$ cat src/rtl/lcd_bus_arb.sv
// Two-requester round-robin arbiter driving an 8080-style parallel LCD write bus.
// Each grant becomes one SETUP / WR_LO / WR_HI strobe sequence with programmable phase lengths.
module lcd_bus_arb #(
  parameter int unsigned DW = 24,
  parameter int unsigned TW = 4
) (
  input  logic          clk,
  input  logic          rst,
  input  logic          req0_valid,
  input  logic          req0_rs,
  input  logic [DW-1:0] req0_data,
  output logic          req0_ready,
  input  logic          req1_valid,
  input  logic          req1_rs,
  input  logic [DW-1:0] req1_data,
  output logic          req1_ready,
  input  logic [TW-1:0] cfg_lo,
  input  logic [TW-1:0] cfg_hi,
  output logic          lcd_cs,
  output logic          lcd_rs,
  output logic          lcd_wr,
  output logic [DW-1:0] lcd_data,
  output logic          busy,
  output logic          last_gnt
);

  typedef enum logic [1:0] {
    IDLE  = 2'd0,
    SETUP = 2'd1,
    WR_LO = 2'd2,
    WR_HI = 2'd3
  } state_t;

  state_t        state;
  logic [TW-1:0] cnt;
  logic [TW-1:0] txn_lo;
  logic [TW-1:0] txn_hi;

  logic          gnt_any;
  logic          gnt_idx;
  logic          gnt_rs;
  logic [DW-1:0] gnt_data;

  // Grant selection: only in IDLE and out of reset; contention goes to the requester not served last.
  always_comb begin
    gnt_any    = 1'b0;
    gnt_idx    = 1'b0;
    gnt_rs     = req0_rs;
    gnt_data   = req0_data;
    req0_ready = 1'b0;
    req1_ready = 1'b0;
    if (rst && (state == IDLE) && (req0_valid || req1_valid)) begin
      gnt_any = 1'b1;
      if (req0_valid && req1_valid) begin
        gnt_idx = ~last_gnt;
      end else begin
        gnt_idx = req1_valid;
      end
    end
    if (gnt_idx) begin
      gnt_rs   = req1_rs;
      gnt_data = req1_data;
    end
    req0_ready = gnt_any & ~gnt_idx;
    req1_ready = gnt_any & gnt_idx;
  end

  // lcd_rs/lcd_data double as the transaction payload register; timing fields are snapshotted at accept.
  always_ff @(posedge clk or negedge rst) begin
    if (!rst) begin
      state    <= IDLE;
      cnt      <= '0;
      txn_lo   <= '0;
      txn_hi   <= '0;
      lcd_cs   <= 1'b1;
      lcd_wr   <= 1'b1;
      lcd_rs   <= 1'b0;
      lcd_data <= '0;
      busy     <= 1'b0;
      last_gnt <= 1'b1;
    end else begin
      case (state)
        IDLE: begin
          if (gnt_any) begin
            state    <= SETUP;
            txn_lo   <= cfg_lo;
            txn_hi   <= cfg_hi;
            lcd_rs   <= gnt_rs;
            lcd_data <= gnt_data;
            lcd_cs   <= 1'b0;
            lcd_wr   <= 1'b1;
            busy     <= 1'b1;
            last_gnt <= gnt_idx;
          end
        end
        SETUP: begin
          state  <= WR_LO;
          lcd_wr <= 1'b0;
          cnt    <= txn_lo;
        end
        WR_LO: begin
          if (cnt == '0) begin
            state  <= WR_HI;
            lcd_wr <= 1'b1;
            cnt    <= txn_hi;
          end else begin
            cnt <= cnt - TW'(1);
          end
        end
        WR_HI: begin
          if (cnt == '0) begin
            state  <= IDLE;
            lcd_cs <= 1'b1;
            busy   <= 1'b0;
          end else begin
            cnt <= cnt - TW'(1);
          end
        end
        default: begin
          state  <= IDLE;
          lcd_cs <= 1'b1;
          lcd_wr <= 1'b1;
          busy   <= 1'b0;
        end
      endcase
    end
  end

endmodule

$ cat config.mk
export PLATFORM = sky130hd
export DESIGN_NAME = lcd_bus_arb
export DESIGN_NICKNAME = d
export VERILOG_FILES = /design/src/rtl/lcd_bus_arb.sv
export SDC_FILE = /design/constraint.sdc
export NUM_CORES = 1
export LEC_CHECK = 0
export ABC_CLOCK_PERIOD_IN_PS = 5000
export CELL_PAD_IN_SITES_DETAIL_PLACEMENT = 0
export CELL_PAD_IN_SITES_GLOBAL_PLACEMENT = 1
export CORE_MARGIN = 3
export CORE_UTILIZATION = 34
export DETAILED_ROUTE_END_ITERATION = 7
export GPL_TIMING_DRIVEN = 0
export PLACE_DENSITY = 0.92
export SETUP_SLACK_MARGIN = 0.2
export SLEW_MARGIN = 40
export SYNTH_ARGS = -nofsm -noshare
export SYNTH_HDL_FRONTEND = slang
export SYNTH_SLANG_ARGS = --single-unit
$ cat constraint.sdc
create_clock -name clk -period 5 [get_ports clk]
set_input_delay 1.5 -clock clk [delete_from_list [all_inputs] [get_ports clk]]
set_output_delay 1.5 -clock clk [all_outputs]
set_load 0.02 [all_outputs]
==> summary.txt <==
GRT
  – Total GRT Usage: approximately 17%
  – Wire length of the first global-routing pass: between 9 and 10 mm
  – Antenna violations before repair: 0
  – Maximum number of pins on one net before global-route repair: 27
  – Overflow left after global routing: 0
  – Number of global-route vias before repair: roughly 2,000

Power
  – Maximum vdd ir drop: ~230 µV
  – Reported leakage power: about 1.5 nW
  – Power consumption: between 1.5 and 2 mW
  – Power density over the cells: 583.8 nW/µm²

Die
  – Die area: around 7100 µm²
  – # rows: 27
  – Die span in y: between 80 and 90 µm
  – Core footprint: between 5000 and 6000 µm²
  – Die span in x: 84.28 µm
  – Initial core utilization: roughly 36%
  – Number of primary I/O pins: between 90 and 100

STA
  – Peak clock frequency supported by timing: 212.2 MHz
  – Min Clock Period, post-route: 4.712 ns
  – RSZ-0062 raised after global routing: no
  – Transition time at the pin with the least slew margin: 0.5870 ns
  – Hold violation count in the final report: 0
  – Crit share post-route: between 90% and 100%
  – Final number of max-transition violations: 0
  – Worst slew slack as a fraction of its limit: between 60% and 70%
  – Final setup viols: 0
  – Layout Skew: 0.004947 ns

Clock network
  – Hold buffer count at CTS: 0
  – Clock-pin slew reported for the worst setup and hold paths after clock tree synthesis: ~0.08 ns
  – Number of levels the H-tree was split into: 2
  – Total CTS buffers: 5
  – Clock tree from TritonCTS: built
  – Root buffer cell: sky130_fd_sc_hd__clkbuf_8
  – Source-to-sink clock delay at the later pin of the worst-skew pair: 0.30 ns
  – Clk buf depth: 2
  – Number of sinks handled by clock tree synthesis: 43

Yosys
  – Library cells used by synthesis: 34
  – Syn Area/Cell: 11.84 µm²
  – Synth Instances: around 180
  – Most used flip-flop cell after synthesis: sky130_fd_sc_hd__dfrtp_1
  – Syn Std Cell Area: between 2000 and 2500 µm²
  – Share of the synthesized area in the top cell type: between 40% and 50%
  – Cell type with the highest aggregate area in the netlist: sky130_fd_sc_hd__dfrtp_1
  – Part of the Yosys area used for sequential elements: about half
  – Most numerous cell in the Yosys netlist: sky130_fd_sc_hd__dfrtp_1
  – Flip-flop and latch count after synthesis: 43
  – Number of flops mapped to enable cells by yosys: 0
  – Synth Net Count: 245
  – Warnings, synthesis: 0
  – Post-synthesis async set-or-reset flop share: between 90% and 100%
  – Cell types with the highest counts after synthesis: sky130_fd_sc_hd__dfrtp_1 (40), sky130_fd_sc_hd__inv_1 (33), sky130_fd_sc_hd__a222oi_1 (26)
  – Main area contributors after synthesis: sky130_fd_sc_hd__dfrtp_1 (48%), sky130_fd_sc_hd__a222oi_1 (12%), sky130_fd_sc_hd__inv_1 (5.9%)

Final layout
  – Summed area of non-filler cells in the final layout: 3281 µm²
  – Nets: around 350
  – Area growth from synthesis to layout: 57.48%
  – Post-route insts no fill: 352
  – Fraction of layout cells with a size suffix above 1: ~15%
  – Antenna Diode Count: 0

Worst setup path
  – Crit end category: output pin
  – Category of cells accounting for the largest share of critical-path delay: buffers and inverters
  – Critical Path Start Type: primary input
  – Depth of the most critical reg-to-reg path: 6
  – Crit Path Category: primary input to output pin
  – Critical Path Fanout Max: 10
  – Slowest stage delay, CP: roughly 0.63 ns
  – Crit-path slowest cell: sky130_fd_sc_hd__clkdlybuf4s50_1
  – Cells traversed along the worst timing path: clkdlybuf4s50_1 > nand3_2 > a21oi_4 > buf_6 > clkdlybuf4s50_1
  – Data required time at the worst endpoint: between 3 and 4 ns
  – WP buf/inv: 3
  – Number of cells on the critical path: 5
  – CP Data Arrival Time: about 3.2 ns
  – Cell repeated most along the worst path: sky130_fd_sc_hd__clkdlybuf4s50_1

Placed design
  – Half-perimeter wire length after detailed placement: 4.198 mm
  – Placed cell area: 3112 µm²
  – Port Buffer Count: 92
  – Inst Count DP: 341
  – Final GP Congestion: 0.7837

Routing
  – Antenna Nets Post-Route: 0
  – Detailed Route WL: 5.724 mm
  – Number of detailed-route iterations in the first pass: 5
  – Average wire per standard cell: between 15 and 20 µm
  – Vias per inst: 5.230
  – DRC marker count from the first detailed-route iteration: 167
  – DR vias: 1,841
  – Number of remaining DRC errors: 0

Worst hold path
  – Class of the tightest hold or removal check: flip-flop to flip-flop
  – Cell depth of the worst hold path: 2

Job
  – MaxCap Viol Count: 0

Status
  – Status: finished clean
[report_power, final]
part / leakage (nW) / total (mW) / internal [mW] / switching, mW
clock: 0.0644 / 0.325 / 0.199 / 0.126
sequential: 0.523 / 0.622 / 0.517 / 0.105
combinational: 0.902 / 0.969 / 0.488 / 0.481
[final cells by class]
class	instances	area (µm²)
plain buffers	9	88.84
clock buffers	5	68.82
clock inverters	3	67.56
fillers	508	2429
inverters	33	123.9
multi-input cells	91	798.3
flip-flops and latches	43	1080
well taps	72	90.09
repair buffers	96	963.4
[repair_timing]
action | in CTS | in global routing
endpoints found under the setup margin | 2 | 1
resized for setup | 1 | 1
gates cloned | 0 | 0
buffers inserted | 1 | 2
[kinds of logic after synthesis]
family	Yosys count	share of synthesized area (%)
and+or+nand+nor	19	5.526
buffers and inverters	42	10.21
DFF	43	51.83
AOI/OAI and AO/OA	57	23.90
muxes	8	4.324
adders and majority gates	7	4.204
[sequential cells by signal (all words and copies together), names as in the netlist]
signal / count
busy: 1
lcd_data: 24
txn_lo: 4
lcd_rs: 1
lcd_wr: 1
cnt: 4
txn_hi: 4
last_gnt: 1
state: 2
lcd_cs: 1
[through the flow]
step / hold WS, ns / setup TNS (ns) / utilization [%] / setup WS [ns]
after CTS: 0.5068 / 0 / 57.16 / 0.07906
after global placement: 0.4867 / -3.042 / 54.20 / -1.555
after global routing: 0.5308 / 0 / 57.46 / 0.2270
after detailed placement: 0.4912 / -0.02218 / 54.50 / -0.02218
final: 0.5044 / 0 / 57.46 / 0.2881
after floorplan: 0.4790 / 0 / - / 1.472
[metal layers]
metal  vias up  GRT usage (%)  share of wire (%)
li1        869              -                  -
met1       881          21.54                 45
met2        84          26.18                 46
met3         7          5.888                8.4
met4         0          5.702                1.4
met5         -              0                  0
[layout by cell type (no fill, tap or decap), types with 3 or more instances in the layout]
cell                              count
sky130_fd_sc_hd__ha_1                 7
sky130_fd_sc_hd__dfrtp_1             40
sky130_fd_sc_hd__clkbuf_8             5
sky130_fd_sc_hd__buf_4                4
sky130_fd_sc_hd__a21oi_1              7
sky130_fd_sc_hd__mux2_2               8
sky130_fd_sc_hd__a222oi_1            26
sky130_fd_sc_hd__dfstp_2              3
sky130_fd_sc_hd__buf_6                7
sky130_fd_sc_hd__clkdlybuf4s50_1     90
sky130_fd_sc_hd__o21ai_0              5
sky130_fd_sc_hd__nor2_1               5
sky130_fd_sc_hd__nand2b_1             3
sky130_fd_sc_hd__inv_1               33
sky130_fd_sc_hd__nand2_1              4
[final timing paths]
| path | startpoint | end | slack, ns |
|---|---|---|---|
| worst max-delay path | req1_valid | req1_ready | 0.29 |
| min in group asynchronous | rst | lcd_data[23] | 1.08 |
| max in group asynchronous | rst | lcd_wr | 3.41 |
| worst max register to register | cnt[0] | state[0] | 3.12 |
| worst min register to register | lcd_wr | lcd_wr | 0.50 |
| worst min-delay path | lcd_wr | lcd_wr | 0.50 |
[worst register-to-register path, delay by kind of cell, from the launching register on]
kind,cells,cell delay [ns]
and+or+nand+nor,2,0.60
AOI/OAI and AO/OA,2,0.47
adders and majority gates,1,0.22
DFF,1,0.40
buffers and inverters,1,0.12
(Power assumes the default switching activity.)
